[config.mk]
export PLATFORM = sky130hd
export DESIGN_NAME = if_stage
export DESIGN_NICKNAME = d
export VERILOG_FILES = /design/src/rtl/if_stage_pkg.sv /design/src/rtl/if_fifo.sv /design/src/rtl/if_stage.sv
export SDC_FILE = /design/constraint.sdc
export NUM_CORES = 1
export LEC_CHECK = 0
export ABC_AREA = 0
export ABC_CLOCK_PERIOD_IN_PS = 6000
export CAP_MARGIN = 30
export CELL_PAD_IN_SITES_DETAIL_PLACEMENT = 1
export CELL_PAD_IN_SITES_GLOBAL_PLACEMENT = 1
export CORE_UTILIZATION = 27
export CTS_BUF_LIST = sky130_fd_sc_hd__clkbuf_2
export CTS_CLUSTER_SIZE = 24
export DETAILED_ROUTE_END_ITERATION = 8
export PLACE_DENSITY = 0.56
export SLEW_MARGIN = 20
export SYNTH_ARGS = -nofsm -noshare
export SYNTH_HDL_FRONTEND = slang
export SYNTH_SLANG_ARGS = --single-unit
export TNS_END_PERCENT = 30
[constraint.sdc]
create_clock -name clk -period 6 [get_ports clk]
set_input_delay 1.2 -clock clk [delete_from_list [all_inputs] [get_ports clk]]
set_output_delay 1.2 -clock clk [all_outputs]
set_load 0.02 [all_outputs]
[src/rtl/if_stage_pkg.sv]
// Shared constants and types for the instruction fetch stage.
package if_stage_pkg;

  localparam int unsigned PC_W             = 32;
  localparam logic [31:0] INST_NOP         = 32'h0000_0013;
  localparam logic [31:0] RESET_PC_DEFAULT = 32'h0000_0000;

  typedef enum logic {
    BOOT = 1'b0,
    RUN  = 1'b1
  } if_state_e;

  // Sequential PC step; wraps modulo 2^32.
  function automatic logic [PC_W-1:0] pc_inc(input logic [PC_W-1:0] pc);
    return pc + 32'd4;
  endfunction

endpackage

[src/rtl/if_fifo.sv]
// Synchronous FIFO holding {pc, instruction} entries between the fetch
// responses and the decoder. Flush wins over push and pop in the same cycle.
module if_fifo
  import if_stage_pkg::*;
#(
  parameter int unsigned WIDTH = 64,
  parameter int unsigned DEPTH = 2
) (
  input  logic                     clk,
  input  logic                     rst_n,
  input  logic                     i_push,
  input  logic                     i_pop,
  input  logic                     i_flush,
  input  logic [WIDTH-1:0]         i_wdata,
  output logic                     o_full,
  output logic                     o_empty,
  output logic [$clog2(DEPTH):0]   o_count,
  output logic [WIDTH-1:0]         o_head
);

  localparam int unsigned AW = $clog2(DEPTH);
  localparam logic [AW:0] DEPTH_V = (AW+1)'(DEPTH);

  logic [WIDTH-1:0] r_mem [DEPTH];
  logic [AW-1:0]    r_wr_ptr;
  logic [AW-1:0]    r_rd_ptr;
  logic [AW:0]      r_count;
  logic             w_do_pop;

  assign w_do_pop = i_pop && (r_count != '0);

  always_ff @(posedge clk or negedge rst_n) begin
    if (!rst_n) begin
      r_wr_ptr <= '0;
      r_rd_ptr <= '0;
      r_count  <= '0;
    end else if (i_flush) begin
      r_wr_ptr <= '0;
      r_rd_ptr <= '0;
      r_count  <= '0;
    end else begin
      if (i_push)   r_wr_ptr <= r_wr_ptr + 1'b1;
      if (w_do_pop) r_rd_ptr <= r_rd_ptr + 1'b1;
      if (i_push && !w_do_pop)      r_count <= r_count + 1'b1;
      else if (!i_push && w_do_pop) r_count <= r_count - 1'b1;
    end
  end

  // Storage needs no reset: entries are only observed while counted.
  always_ff @(posedge clk) begin
    if (i_push && !i_flush) r_mem[r_wr_ptr] <= i_wdata;
  end

  assign o_full  = (r_count == DEPTH_V);
  assign o_empty = (r_count == '0);
  assign o_count = r_count;
  assign o_head  = r_mem[r_rd_ptr];

endmodule

[src/rtl/if_stage.sv]
// RV32I instruction fetch stage: owns the PC, issues in-order imem requests,
// buffers responses and discards stale ones after a redirect.
// Optional perf counters are built when IF_PERF_EN is defined.
// Handshake: a transfer to ID happens in any cycle where id_valid_o and
// id_ready_i are both high; the head entry is held until that happens.
module if_stage
  import if_stage_pkg::*;
#(
  parameter logic [31:0] RESET_PC   = RESET_PC_DEFAULT,
  parameter int unsigned FIFO_DEPTH = 2
) (
  input  logic        clk,
  input  logic        rst_n,
  output logic        imem_req_o,
  output logic [31:0] imem_addr_o,
  input  logic        imem_gnt_i,
  input  logic        imem_rvalid_i,
  input  logic [31:0] imem_rdata_i,
  input  logic        redirect_i,
  input  logic [31:0] redirect_pc_i,
  input  logic        id_ready_i,
  output logic        id_valid_o,
  output logic [31:0] inst_o,
  output logic [31:0] addr_o,
`ifdef IF_PERF_EN
  output logic [31:0] perf_fetch_cnt_o,
  output logic [31:0] perf_stall_cnt_o,
`endif
  output if_state_e   dbg_state_o
);

  localparam int unsigned CW = $clog2(FIFO_DEPTH) + 1;
  localparam logic [CW:0] DEPTH_V = (CW+1)'(FIFO_DEPTH);

  if_state_e      r_state, w_state_nxt;
  logic [31:0]    r_fetch_pc, r_resp_pc, w_redirect_pc;
  logic [CW-1:0]  r_out_cnt, r_drop_cnt, w_out_nxt, w_fifo_cnt;
  logic [CW:0]    w_inflight;
  logic           w_req, w_gnt, w_drop, w_push, w_pop, w_empty, w_full;
  logic [63:0]    w_head;

  assign w_redirect_pc = redirect_pc_i & ~32'h3;
  assign w_inflight    = {1'b0, r_out_cnt} + {1'b0, w_fifo_cnt};

  always_ff @(posedge clk or negedge rst_n) begin
    if (!rst_n) r_state <= BOOT;
    else        r_state <= w_state_nxt;
  end

  // Credit check: outstanding plus buffered can never exceed the FIFO size.
  always_comb begin
    w_state_nxt = r_state;
    w_req       = 1'b0;
    case (r_state)
      BOOT: w_state_nxt = RUN;
      RUN:  w_req       = (w_inflight < DEPTH_V);
    endcase
  end

  assign w_gnt  = imem_gnt_i && w_req;
  assign w_drop = (r_drop_cnt != '0);
  assign w_push = imem_rvalid_i && !w_drop && !redirect_i;
  assign w_pop  = id_valid_o && id_ready_i;

  always_comb begin
    w_out_nxt = r_out_cnt;
    if (w_gnt && !imem_rvalid_i)      w_out_nxt = r_out_cnt + 1'b1;
    else if (!w_gnt && imem_rvalid_i) w_out_nxt = r_out_cnt - 1'b1;
  end

  always_ff @(posedge clk or negedge rst_n) begin
    if (!rst_n) begin
      r_fetch_pc <= RESET_PC;
      r_resp_pc  <= RESET_PC;
      r_out_cnt  <= '0;
      r_drop_cnt <= '0;
    end else begin
      r_out_cnt <= w_out_nxt;
      if (redirect_i) begin
        // Everything still in flight, including a grant this cycle, is stale.
        r_fetch_pc <= w_redirect_pc;
        r_resp_pc  <= w_redirect_pc;
        r_drop_cnt <= w_out_nxt;
      end else begin
        if (w_gnt)                   r_fetch_pc <= pc_inc(r_fetch_pc);
        if (w_push)                  r_resp_pc  <= pc_inc(r_resp_pc);
        if (imem_rvalid_i && w_drop) r_drop_cnt <= r_drop_cnt - 1'b1;
      end
    end
  end

  if_fifo #(
    .WIDTH (64),
    .DEPTH (FIFO_DEPTH)
  ) u_fifo (
    .clk     (clk),
    .rst_n   (rst_n),
    .i_push  (w_push),
    .i_pop   (w_pop),
    .i_flush (redirect_i),
    .i_wdata ({r_resp_pc, imem_rdata_i}),
    .o_full  (w_full),
    .o_empty (w_empty),
    .o_count (w_fifo_cnt),
    .o_head  (w_head)
  );

  assign imem_req_o  = w_req;
  assign imem_addr_o = r_fetch_pc;
  assign id_valid_o  = !w_empty;
  assign inst_o      = w_empty ? INST_NOP : w_head[31:0];
  assign addr_o      = w_empty ? 32'h0 : w_head[63:32];
  assign dbg_state_o = r_state;

  a_no_overflow: assert property (@(posedge clk) disable iff (!rst_n) !(w_push && w_full));

`ifdef IF_PERF_EN
  logic [31:0] r_perf_fetch, r_perf_stall;

  always_ff @(posedge clk or negedge rst_n) begin
    if (!rst_n) begin
      r_perf_fetch <= '0;
      r_perf_stall <= '0;
    end else begin
      if (w_push)                    r_perf_fetch <= r_perf_fetch + 32'd1;
      if (id_valid_o && !id_ready_i) r_perf_stall <= r_perf_stall + 32'd1;
    end
  end

  assign perf_fetch_cnt_o = r_perf_fetch;
  assign perf_stall_cnt_o = r_perf_stall;
`endif

endmodule

==> impl_metrics.csv <==
group,metric,value,unit
setup_path,r2r_slack,2.96,ns
synth,ys_seq_area_share,63.8,%
layout,fin_nets,880,
global_route,grt_first_pass_wirelength,33.0,mm
cts,clock_sinks,193,
cts,post_cts_buffers,0,
setup_path,endpoint_kind,"output pin",
synth,async_flop_share,35.8,%
place,place_ws,2.37,ns
sta,period_minus_slack,4.34,ns
cts,insertion_delay,0.75,ns
die,io-pin-count,169,
cts,cts_resized,0,
power,p_leak,3.66,nW
power,p_per_area,293,mW/mm^2
die,core_area,0.0308,sq mm
sta,rsz0062_at_grt,"no",
cts,clkTransAtPathRegs,0.34,ns
setup_path,r2r-end,"imem_addr_o[31]",
cts,clockBufferDepth,2,
die,die_h,180,microns
synth,yosysWarnings,0,
sta,fin_ws,1.66,ns
place,numPortBuffers,162,
die,dieArea,0.0323,sq mm
synth,synthCells,645,
setup_path,rr_worst_depth,7,
setup_path,worstPathRequired,4.80,ns
run_status,violations,"DRC",
die,start_util,27.7,%
synth,synthDistinctLibCells,43,
worst_hold_path,hp-class,"in -> async",
place,dp_hpwl,14.5,mm
die,die_w,180,microns
cts,ctsHoldBuffers,0,
routing,routed_wl,21.0,mm
sta,hold_viol_final,0,
sta,fin_tns_setup,0,ns
setup_path,crit_path_start,"u_fifo.r_rd_ptr",
layout,mostFrequentLayoutCells,"161 x clkdlybuf4s50_1, 124 x edfxtp_1, 84 x nor2_1, 68 x dfrtp_1, 66 x mux2i_1",
sta,post-route-period-util,72.3,%
place,place_congestion,0.731,
run,cap_violations,0,
die,rows,64,
cts,htree_levels,4,
synth,synth_area,0.00854,sq mm
synth,ys_ff_latch,193,
sta,slew_violations,0,
layout,final_common_cell,"clkdlybuf4s50_1",
global_route,overflow,0,
layout,syn2layout_area_growth,27.6,%
global_route,grt_pass1_vias,5726,
synth,synth-main-ff-cell,"edfxtp_1",
sta,setup_violations,0,
synth,synth_edf_count,124,
setup_path,crit_arrival,3.14,ns
global_route,grt.total_usage,13.3,%
global_route,grt_max_degree,70,
setup_path,start_kind,"flop",
routing,drc,14,
cts,cts_tree,"built",
routing,ant_nets,0,
sta,finClkSkew,0.0715,ns
sta,slew_headroom,40.8,%
sta,fmax,0.230,GHz
power,ir_drop,0.0915,mV
layout,drive_above_1_share,9.65,%
routing,drt_iter0_markers,244,
setup_path,reg2reg_from,"u_fifo.o_count[0]",
synth,syn_avg_cell_area,13.2,sq um
run_status,status,"finished with violations",
cts,numCtsBuffers,17,
global_route,antenna_found_initial,1,
routing,wire_per_inst,17.2,microns
routing,dr.pass1.iters,6,
sta,worst_pin_slew,0.887,ns
cts,cts_root_buffer,"clkbuf_2",
routing,vias,5488,
routing,viasPerCell,4.51,
setup_path,cp_max_fo,41,
setup_path,endpoint,"addr_o[15]",
setup_path,criticalPathCategory,"reg -> out",
[worst min-delay path by stage]
stage / start / to / slack (ns) / cells after the start
after floorplan: r_resp_pc[30] / u_fifo.r_mem[0][62] / 0.44 / 0
after global placement: r_resp_pc[30] / u_fifo.r_mem[0][62] / 0.47 / 0
after detailed placement: r_resp_pc[30] / u_fifo.r_mem[1][62] / 0.48 / 0
after CTS: rst_n / imem_addr_o[21] / 0.40 / 1
after global routing: rst_n / imem_addr_o[21] / 0.07 / 1
final: rst_n / imem_addr_o[21] / 0.23 / 1
[synthesized netlist by cell type, drive strengths merged, types with 3 or more instances]
library cell | instances | share of area (%)
and2 | 6 | 0.44
nand4 | 26 | 2.1
nor4 | 6 | 0.94
nor2 | 85 | 3.7
nand2b | 9 | 0.66
buf | 15 | 1.1
and4 | 7 | 0.72
and3 | 12 | 0.88
xor2 | 22 | 2.3
ha | 3 | 0.44
a31oi | 5 | 0.37
xnor2 | 34 | 3.5
inv | 8 | 0.35
edfxtp | 124 | 44
a21boi | 15 | 1.3
a21oi | 15 | 0.88
mux2i | 66 | 7.7
nand2 | 25 | 1.1
dfrtp | 69 | 20
o21ai | 9 | 0.53
clkbuf | 17 | 0.75
or3 | 6 | 0.44
nor3 | 6 | 0.35
mux2 | 25 | 3.3
nand3 | 17 | 1.1
[registers in the layout, indices dropped and copies added (netlist names)]
name,count
u_fifo.r_wr_ptr,1
r_drop_cnt,2
u_fifo.r_mem,124
dbg_state_o,1
r_resp_pc,30
r_out_cnt,2
u_fifo.o_count,2
imem_addr_o,30
u_fifo.r_rd_ptr,1
[area by class of cell]
class	instances	area, sq um
timing repair buffer	171	1700
fill	3297	19900
inverter	9	33.8
clock inverter	15	194
antenna	1	2.50
tap	396	495
sequential	193	5450
clock buffer	17	85.1
multi-input combinational	414	2930
[through the flow]
stage               instances  hold slack (ns)  util, %  cell area, sq um  total power [W]
floorplan                 648            0.442        -              8550          0.00215
global placement         1182            0.468     34.4             10600          0.00251
detailed placement       1182            0.484     34.4             10600          0.00252
CTS                      1214            0.403     35.3             10900          0.00327
global route             1216           0.0697     35.3             10900          0.00338
finish                   1216            0.230     35.3             10900          0.00319
[report_power, final]
group          internal, W  leakage, nW  switching (W)  total (W)
clock             0.000248        0.162       0.000472   0.000720
combinational     0.000361         1.59       0.000427   0.000788
sequential         0.00156         1.91       0.000118    0.00168
total              0.00217         3.66        0.00102    0.00319
[routing by layer]
metal | part of all wire [%] | up-vias | track usage [%]
met4 | 0.88 | 0 | 3.07
li1 | - | 2646 | -
met2 | 45 | 135 | 20.4
met3 | 4.0 | 11 | 2.63
met1 | 51 | 2696 | 19.2
met5 | 0 | - | 0
[worst max-delay path, stage by stage, from the launching register on]
cell and delay, ns:
dfrtp_4 0.97, buf_4 0.52, mux2i_1 0.13, nor2_1 0.12, clkdlybuf4s50_1 0.69
[cells by family (layout without fill, tap and decap cells)]
logic type	count (synthesis)	in the layout	share of synthesized area (%)
and+or+nand+nor	210	210	12.9
DFF	193	193	63.8
muxes	91	91	11.0
xor gates and xnor gates	56	56	5.74
AOI/OAI and AO/OA	48	48	3.49
buffers and inverters	41	212	2.21
adders and majority gates	4	4	0.674
other	2	6	0.0880
No activity file was read; power rests on OpenSTA's default activity.
